### src/rtl/fetch_pkg.sv
// Shared types and default widths for the instruction-fetch front end.
// Holds the fetch/data FSM state encoding used by fetch_unit.
package fetch_pkg;

    localparam int unsigned DEF_ADDR_WIDTH = 8;
    localparam int unsigned DEF_DATA_WIDTH = 16;

    typedef enum logic [1:0] {
        IDLE  = 2'd0,
        FETCH = 2'd1,
        FULL  = 2'd2,
        DATA  = 2'd3
    } fetch_state_t;

endpackage

### src/rtl/fetch_pc.sv
// Program counter: async reset to RESET_PC, redirect load beats increment, wraps at 2^ADDR_WIDTH.
// Updates one cycle after load/inc; pc_nxt exposes the value the register takes at the next edge.
module fetch_pc
    import fetch_pkg::*;
#(
    parameter int unsigned            ADDR_WIDTH = DEF_ADDR_WIDTH,
    parameter logic [ADDR_WIDTH-1:0]  RESET_PC   = '0
) (
    input  logic                  clk,
    input  logic                  reset,
    input  logic                  load,
    input  logic [ADDR_WIDTH-1:0] load_addr,
    input  logic                  inc,
    output logic [ADDR_WIDTH-1:0] pc,
    output logic [ADDR_WIDTH-1:0] pc_nxt
);

    localparam logic [ADDR_WIDTH-1:0] PC_STEP = 1;

    logic [ADDR_WIDTH-1:0] pc_q;
    logic [ADDR_WIDTH-1:0] pc_d;

    always_comb begin
        pc_d = pc_q;
        if (load) begin
            pc_d = load_addr;
        end else if (inc) begin
            pc_d = pc_q + PC_STEP;
        end
    end

    always_ff @(posedge clk or posedge reset) begin
        if (reset) begin
            pc_q <= RESET_PC;
        end else begin
            pc_q <= pc_d;
        end
    end

    assign pc     = pc_q;
    assign pc_nxt = pc_d;

endmodule

### src/rtl/fetch_unit.sv
// Fetch front end: PC + IR with one shared, registered memory port also used for data loads/stores.
// Fetch/data latency is one cycle after mem_valid; IR is held (no new fetch) until ir_ack with stall low.
module fetch_unit
    import fetch_pkg::*;
#(
    parameter int unsigned            ADDR_WIDTH = DEF_ADDR_WIDTH,
    parameter int unsigned            DATA_WIDTH = DEF_DATA_WIDTH,
    parameter logic [ADDR_WIDTH-1:0]  RESET_PC   = '0
) (
    input  logic                  clk,
    input  logic                  reset,
    input  logic                  start,
    input  logic                  stall,
    input  logic                  redirect,
    input  logic [ADDR_WIDTH-1:0] redirect_addr,
    output logic [DATA_WIDTH-1:0] ir,
    output logic                  ir_valid,
    input  logic                  ir_ack,
    output logic [ADDR_WIDTH-1:0] pc,
    input  logic                  data_req,
    input  logic [ADDR_WIDTH-1:0] data_addr,
    input  logic                  data_we,
    input  logic [DATA_WIDTH-1:0] data_wdata,
    output logic [DATA_WIDTH-1:0] data_rdata,
    output logic                  data_done,
    output logic                  mem_req,
    output logic                  mem_we,
    output logic [ADDR_WIDTH-1:0] mem_addr,
    output logic [DATA_WIDTH-1:0] mem_wdata,
    input  logic [DATA_WIDTH-1:0] mem_rdata,
    input  logic                  mem_valid
);

    fetch_state_t state_q, state_d;
    fetch_state_t ret_q, ret_d;
    logic         kill_q, kill_d;

    logic [DATA_WIDTH-1:0] ir_q, ir_d;
    logic                  ir_valid_q, ir_valid_d;
    logic [DATA_WIDTH-1:0] data_rdata_q, data_rdata_d;
    logic                  data_done_q, data_done_d;
    logic                  mem_req_q, mem_req_d;
    logic                  mem_we_q, mem_we_d;
    logic [ADDR_WIDTH-1:0] mem_addr_q, mem_addr_d;
    logic [DATA_WIDTH-1:0] mem_wdata_q, mem_wdata_d;

    logic                  fetch_hit;
    logic [ADDR_WIDTH-1:0] pc_nxt;

    // A response only lands in IR if no redirect is pending or arriving with it.
    assign fetch_hit = (state_q == FETCH) && mem_valid && !kill_q && !redirect;

    fetch_pc #(
        .ADDR_WIDTH (ADDR_WIDTH),
        .RESET_PC   (RESET_PC)
    ) u_pc (
        .clk       (clk),
        .reset     (reset),
        .load      (redirect),
        .load_addr (redirect_addr),
        .inc       (fetch_hit),
        .pc        (pc),
        .pc_nxt    (pc_nxt)
    );

    always_ff @(posedge clk or posedge reset) begin
        if (reset) begin
            state_q <= IDLE;
            ret_q   <= IDLE;
            kill_q  <= 1'b0;
        end else begin
            state_q <= state_d;
            ret_q   <= ret_d;
            kill_q  <= kill_d;
        end
    end

    always_comb begin
        state_d = state_q;
        ret_d   = ret_q;
        kill_d  = kill_q;
        case (state_q)
            IDLE: begin
                if (redirect) begin
                    state_d = IDLE;
                end else if (data_req) begin
                    state_d = DATA;
                    ret_d   = IDLE;
                end else if (start) begin
                    state_d = FETCH;
                end
            end
            FETCH: begin
                if (mem_valid) begin
                    kill_d = 1'b0;
                    if (!kill_q && !redirect) begin
                        state_d = FULL;
                    end
                end else if (redirect) begin
                    kill_d = 1'b1;
                end
            end
            FULL: begin
                if (redirect) begin
                    state_d = FETCH;
                end else if (data_req) begin
                    state_d = DATA;
                    ret_d   = FULL;
                end else if (ir_ack && !stall) begin
                    state_d = FETCH;
                end
            end
            DATA: begin
                // A redirect while parked from FULL makes the held instruction stale.
                if (redirect && ret_q == FULL) begin
                    ret_d = FETCH;
                end
                if (mem_valid) begin
                    state_d = ret_d;
                end
            end
            default: state_d = IDLE;
        endcase
    end

    always_comb begin
        ir_d         = ir_q;
        ir_valid_d   = ir_valid_q;
        data_rdata_d = data_rdata_q;
        data_done_d  = 1'b0;
        mem_we_d     = mem_we_q;
        mem_addr_d   = mem_addr_q;
        mem_wdata_d  = mem_wdata_q;

        if (fetch_hit) begin
            ir_d       = mem_rdata;
            ir_valid_d = 1'b1;
        end
        if ((state_q == FULL && state_d == FETCH) ||
            (state_q == DATA && redirect && ret_q == FULL)) begin
            ir_valid_d = 1'b0;
        end
        if (state_q == DATA && mem_valid) begin
            data_done_d = 1'b1;
            if (!mem_we_q) begin
                data_rdata_d = mem_rdata;
            end
        end

        // Memory port registers are loaded from the state being entered.
        mem_req_d = (state_d == FETCH) || (state_d == DATA);
        if (state_d == DATA && state_q != DATA) begin
            mem_addr_d  = data_addr;
            mem_we_d    = data_we;
            mem_wdata_d = data_wdata;
        end else if (state_d == FETCH && (state_q != FETCH || mem_valid)) begin
            mem_addr_d = pc_nxt;
            mem_we_d   = 1'b0;
        end else if (state_d != DATA) begin
            mem_we_d = 1'b0;
        end
    end

    always_ff @(posedge clk or posedge reset) begin
        if (reset) begin
            ir_q         <= '0;
            ir_valid_q   <= 1'b0;
            data_rdata_q <= '0;
            data_done_q  <= 1'b0;
            mem_req_q    <= 1'b0;
            mem_we_q     <= 1'b0;
            mem_addr_q   <= '0;
            mem_wdata_q  <= '0;
        end else begin
            ir_q         <= ir_d;
            ir_valid_q   <= ir_valid_d;
            data_rdata_q <= data_rdata_d;
            data_done_q  <= data_done_d;
            mem_req_q    <= mem_req_d;
            mem_we_q     <= mem_we_d;
            mem_addr_q   <= mem_addr_d;
            mem_wdata_q  <= mem_wdata_d;
        end
    end

    assign ir         = ir_q;
    assign ir_valid   = ir_valid_q;
    assign data_rdata = data_rdata_q;
    assign data_done  = data_done_q;
    assign mem_req    = mem_req_q;
    assign mem_we     = mem_we_q;
    assign mem_addr   = mem_addr_q;
    assign mem_wdata  = mem_wdata_q;

endmodule

### config.mk
export PLATFORM = sky130hd
export DESIGN_NAME = fetch_unit
export DESIGN_NICKNAME = d
export VERILOG_FILES = /design/src/rtl/fetch_pkg.sv /design/src/rtl/fetch_pc.sv /design/src/rtl/fetch_unit.sv
export SDC_FILE = /design/constraint.sdc
export NUM_CORES = 1
export LEC_CHECK = 0
export CORE_MARGIN = 5
export CORE_UTILIZATION = 40
export CTS_BUF_LIST = sky130_fd_sc_hd__clkbuf_8
export CTS_CLUSTER_DIAMETER = 150
export DETAILED_ROUTE_END_ITERATION = 10
export GPL_TIMING_DRIVEN = 0
export PLACE_DENSITY = 0.74
export SLEW_MARGIN = 25
export SYNTH_ARGS = -nofsm -noshare
export SYNTH_HDL_FRONTEND = slang
export SYNTH_HIERARCHICAL = 1
export SYNTH_SLANG_ARGS = --single-unit
### constraint.sdc
create_clock -name clk -period 3 [get_ports clk]
set_input_delay 0.6 -clock clk [delete_from_list [all_inputs] [get_ports clk]]
set_output_delay 0.6 -clock clk [all_outputs]
set_load 0.02 [all_outputs]
==> results.toml, run 1 <==
[critical_path]
cp-start-kind = "flop"
path_class = "reg -> reg"
worstPathRequired_ps = 3280
r2r_slack_ps = 200
cp_max_fo = 10
endpoint_kind = "flop"
cp.arrival_ps = 3080

[final_layout]
antennaDiodeCount = 0
n_fill_cell = 659
final_cells = 542
syn_to_final_growth_pct = 51.6
nets = 493
multiInputGateArea_um2 = 1260
regArea_um2 = 1830
finalInstanceArea_um2 = 4880
fin_util = 0.628
drive_above_1_share = 0.0932

[detailed_routing]
routed-via-count = 2673
drc_errors = 0
drtIter0Drc = 133
drt-wirelength-per-cell_um = 15.8
final_antenna_net_count = 0
drt_first_pass_iters = 6
vias_per_cell = 4.93
drt-total-wl_um = 8570

[placed_design]
gp_congestion = 0.856
port_buffers = 124
hpwl_um = 6490
postPlaceCellArea_um2 = 4620
placed_cells = 526

[floorplanning]
coreArea_um2 = 7770
ios = 125
fp.dieArea_um2 = 9940
die_h_um = 99.7
dieWidth_um = 99.7
start_util = 0.414
rows = 32

[global_routing]
grt_pass1_wl_um = 14000
overflow = 0
grt_pass1_vias = 2754
grt_max_degree = 51
grtUsageTotal = 0.179
grt_antenna_before_repair = 0

[synthesis]
netlist.area_leader.share = 0.568
synthTopCellsByCount = "nand2_1, dfrtp_1, mux2_1"
synth_area_leader_cell = "dfrtp_1"
synth_cell_types = 38
yosysMostFrequentCell = "nand2_1"
ys_ff_latch = 73
synth_cells = 299
synth_flop_cell = "dfrtp_1"
avgSynthCellArea_um2 = 10.8
synth-edff-count = 0
synth.yosys.warnings = 6
ys_async_sr_fraction = 1.00
synth_area_um2 = 3220
syn_nets = 357
synthTopCellsByArea = "dfrtp_1, mux2_1, nand2_1"
synth-seq-area-share = 0.568

[clock_network]
h-tree-depth = 3
path_clk_slew_ps = 90
clock_latency_ps = 350
cts_made_buffers = 9
cts_tree = "yes"
cts_max_path_buffers = 2
clock_sinks = 73
ctsRootBufferMaster = "clkbuf_8"

[sta]
rsz0062_at_grt = "no"
slew_viol_final = 0
clock_skew_ps = 15.9
slew_headroom = 0.553
hold_viol = 0
max_freq_mhz = 358
worst_pin_slew_ps = 669
whs_ps = 480
post-route-min-period_ps = 2800
fin_crit_sh = 0.932
final-setup-viol-count = 0

[worst_hold_path]
min-delay-path-class = "reg -> reg"

[job]
cap_violations = 0

[power]
vdd_drop_max_uv = 491
power_density_nw_per_um2 = 1000
leakagePower_nw = 2.17

[run_status]
status = "complete, no violations"
-- report_power, final --
group	internal [mW]	switching [mW]	total, mW
combinational	1.13	1.19	2.32
sequential	1.41	0.228	1.63
clock	0.554	0.380	0.934
-- cell usage in the layout (no fill, tap or decap), types with 2 or more instances in the layout --
cell	count
bufinv_16	3
inv_2	3
dfrtp_1	73
a21oi_1	9
o21ai_0	9
nor3_1	2
clkdlybuf4s50_1	122
nand3_1	6
a21o_1	2
nor2b_1	4
a31oi_1	8
clkbuf_1	2
nand2b_1	5
nor2_1	3
nor2_2	2
xor2_1	3
a211o_1	8
buf_6	3
nor4_1	8
nand2_1	79
o22ai_1	2
nand4_1	4
or4_1	3
clkbuf_8	9
inv_1	4
buf_2	8
buf_4	3
mux2_1	32
-- per-stage QoR --
step	setup WS, ps	TNS [ps]	total power [mW]
after global routing	9.29	0	5.19
after detailed placement	-538	-2750	3.99
after CTS	21.6	0	4.94
final	203	0	4.89
after global placement	-528	-30220	3.92
after floorplan	534	0	2.86
-- layer usage --
metal,part of all wire,GRT usage
met1,0.41,0.227
met5,0,0
met4,0.021,0.0788
met2,0.51,0.297
met3,0.055,0.0337
-- timing repair --
item	4_1_cts	5_1_grt
setup endpoints to repair	4	4
buffers inserted	0	0
hold buffers	0	0
resized for setup	3	2
-- cell type report --
cell class | count | share of cell area
plain buffers | 16 | 0.0213
multi-input cells | 202 | 0.259
clock inverters | 7 | 0.0244
repair buffers | 125 | 0.260
inverters | 8 | 0.00924
clock buffers | 9 | 0.0254
well taps | 102 | 0.0262
flip-flops and latches | 73 | 0.375
-- sequential cells by signal, indices dropped and copies added, names as in the netlist --
signal / flops
ir_valid: 1
ret_q: 2
ir: 16
u_pc/pc: 8
mem_addr: 8
kill_q: 1
data_rdata: 16
state_q: 2
mem_we: 1
data_done: 1
mem_req: 1
mem_wdata: 16
-- critical path: stages (launching register included) --
cell,delay (ps)
dfrtp_1,370
buf_6,140
nor2b_2,220
nand3_4,160
inv_2,80
buf_2,220
buf_4,220
buf_4,170
nand2_1,90
or4_1,470
nand3_1,130
nand2_1,70
nor4_1,240
a211o_1,140
-- path summary, 6_finish.rpt --
kind,cells past startpoint,endpoint,startpoint
worst min register to register,2,ir[5],ir[5]
worst max register to register,13,mem_addr[6],state_q[1]
worst max-delay path,13,mem_addr[6],state_q[1]
max in group asynchronous,3,data_rdata[9],reset
worst min-delay path,2,ir[5],ir[5]
min in group asynchronous,2,mem_wdata[14],reset
-- logic make-up (layout without fill, tap and decap cells) --
family | count (synthesis) | in the layout | share of synthesized area
AO/OA/AOI/OAI | 44 | 44 | 0.0887
multiplexers | 33 | 33 | 0.115
AND/OR/NAND/NOR | 120 | 120 | 0.169
flip-flops | 73 | 73 | 0.568
adder cells (fa/ha/maj) | 1 | 1 | 0.00389
XOR/XNOR | 4 | 4 | 0.0109
buffers and inverters | 24 | 165 | 0.0447
No activity file was read; power rests on OpenSTA's default activity.
==> run 2: changes to the inputs <==
CAP_MARGIN = 30   (was default)
PLACE_DENSITY = 0.73   (was 0.74)
SYNTH_HIERARCHICAL = default   (was 1)
==> run 2 against run 1 <==
Synthesized cell count is 4.3% lower. Register-to-register slack better by 730 ps. Worst hold slack worse by 1.9 ps. Core utilization is 2.3 points lower. First-iteration DRC count is 20% lower. Cell count is 2.0% lower. Critical path depth is 5 lower.
==> results.toml, run 2 <==
[run_status]
status = "complete, no violations"

[floorplanning]
start_util = 0.410
coreArea_um2 = 8180
fp.dieArea_um2 = 10300
die_h_um = 102
ios = 125
rows = 33
dieWidth_um = 102

[critical_path]
critPathMaxStageDelay_ps = 590
worstPathRequired_ps = 3220
cp_max_fo = 10
crit_path_start = "mem_valid"
critical_path.slowest_cell = "clkdlybuf4s50_1"
crit_family = "buffers and inverters"
r2r_start = "state_q[1]"
cp.arrival_ps = 2610
endpoint_kind = "flop"
cp-start-kind = "primary input"
crit_chain = "clkdlybuf4s50_1 > nand3b_4 > or2_0 > buf_4 > a21bo_4 > nor2_8 > buf_12 > mux2_4"
critPathBufInv = 3
path_class = "in -> reg"

[synthesis]
synth-seq-area-share = 0.545
synth_flop_cell = "dfrtp_1"
yosys.area_share.simple = 0.157
syn_nets = 344
muxShareOfSynthArea = 0.135
synth_cell_types = 58
synthTopCellsByCount = "dfrtp_1, nand2_1, mux2_2"
synth-edff-count = 0
synth_area_leader_cell = "dfrtp_1"
synth_cells = 286
netlist.area_leader.share = 0.545
synth-compound-area-share = 0.0996
synth_area_um2 = 3350
synthAdderAreaFrac = 0.00373
ys_ff_latch = 73
synth.yosys.warnings = 0
yosysMostFrequentCell = "dfrtp_1"
avgSynthCellArea_um2 = 11.7
ys_async_sr_fraction = 1.00
synthTopCellsByArea = "dfrtp_1, mux2_4, nand2_1"
synth-xor-area-share = 0.0104
synth_top_family_by_area = "simple AND/OR/NAND/NOR gates"

[clock_network]
cts_tree = "yes"
cts_setup_buffers = 0
cts_made_buffers = 9
h-tree-depth = 3
cts_max_path_buffers = 2
ctsRootBufferMaster = "clkbuf_8"
clock_latency_ps = 330
ctsResizeCount = 0
path_clk_slew_ps = 70
hold_buffers = 0
clock_sinks = 73

[sta]
whs_ps = 478
slew_headroom = 0.553
final-setup-viol-count = 0
fin_crit_sh = 0.798
max_freq_mhz = 418
worst_pin_slew_ps = 669
fin_setup_tns_ps = 0
post-route-min-period_ps = 2390
rsz0062_at_grt = "no"
slew_viol_final = 0
layout_setup_ws_ps = 605
hold_viol = 0
clock_skew_ps = 4.90

[final_layout]
mostFrequentLayoutCells = "clkdlybuf4s50_1, dfrtp_1, nand2_1, mux2_2, mux2_4"
nets = 480
drive_above_1_share = 0.169
syn_to_final_growth_pct = 47.4
final_common_cell = "clkdlybuf4s50_1"
multiInputGateArea_um2 = 1360
final_cells = 531
n_fill_cell = 710
antennaDiodeCount = 0
regArea_um2 = 1830
fin_util = 0.605

[detailed_routing]
drt-wirelength-per-cell_um = 15.9
drt-total-wl_um = 8460
vias_per_cell = 4.96
drtIter0Drc = 107
final_antenna_net_count = 0
drt_first_pass_iters = 4
routed-via-count = 2633
drc_errors = 0

[worst_hold_path]
hold_start = "ir[11]"
min-delay-path-class = "reg -> reg"

[placed_design]
hpwl_um = 6440
dp_slack_ps = 254
gp_congestion = 0.849
placed_cells = 516
port_buffers = 124

[power]
power_switching_mw = 1.88
swShare = 0.368
p_seq_frac = 0.330
leakagePower_nw = 2.17
power_density_nw_per_um2 = 1040
p_int_mw = 3.24
pwr-share-clk = 0.148
vdd_drop_max_uv = 489
pwr-share-comb = 0.522

[global_routing]
grtUsageTotal = 0.170
overflow = 0
grt_antenna_before_repair = 0
grt_pass1_wl_um = 13600
grt_max_degree = 39
grt_pass1_vias = 2681

[job]
cap_violations = 0
[run 2: cell count changes in the layout (fill, tap and decap cells not counted), sizes merged, moves of 5 or more]
cell	delta
nor4	-5
a211o	-8
nand2	-20
nor2	+5
[run 2: final timing paths]
| check | slack (ps) | depth (start not counted) | to |
|---|---|---|---|
| worst max-delay path | 610 | 8 | mem_wdata[13] |
| worst min-delay path | 480 | 2 | ir[11] |
| worst max register to register | 930 | 8 | mem_wdata[13] |
| worst min register to register | 480 | 2 | ir[11] |
| max in group asynchronous | 1790 | 3 | state_q[1] |
| min in group asynchronous | 650 | 2 | ir[3] |
[run 2: layout make-up]
cell class	instances	area share
clock inverters	4	0.00886
flip-flops and latches	73	0.370
clock buffers	11	0.0306
inverters	10	0.00810
well taps	105	0.0266
multi-input cells	188	0.276
repair buffers	125	0.255
plain buffers	15	0.0256
[run 2: cells by family (layout without fill, tap and decap cells)]
group,count (synthesis),count (layout)
AOI/OAI and AO/OA,43,43
xor gates and xnor gates,4,4
adders and majority gates,1,1
buffers and inverters,25,165
DFF,73,73
muxes,35,35
and+or+nand+nor,105,105
[run 2: per-stage QoR]
step / instance area [µm²] / power [mW]
2_1_floorplan: 3350 / 3.23
3_3_place_gp: 4730 / 4.34
3_5_place_dp: 4750 / 4.40
4_1_cts: 4940 / 5.20
5_1_grt: 4940 / 5.44
6_report: 4940 / 5.12
[run 2: worst min-delay path: stages, from the launching register on]
cell     delay [ps]
dfrtp_1         340
nand2_1          50
nand2_1          50
[run 2: per-layer routing]
metal	wire [µm]	vias to the layer above	share of wire	global-route usage
met5	0	-	0	0
met1	3620	1262	0.43	0.221
met4	74	0	0.0088	0.0460
met3	703	9	0.083	0.0668
li1	-	1267	-	-
met2	4060	95	0.48	0.266
[run 2: power by group through the flow]
stage | sequential (mW) | combinational (mW) | clock, mW
floorplan | 2.18 | 1.05 | 0
global placement | 1.68 | 2.66 | 0
detailed placement | 1.70 | 2.70 | 0
CTS | 1.69 | 2.71 | 0.793
global route | 1.75 | 2.86 | 0.836
finish | 1.69 | 2.68 | 0.757
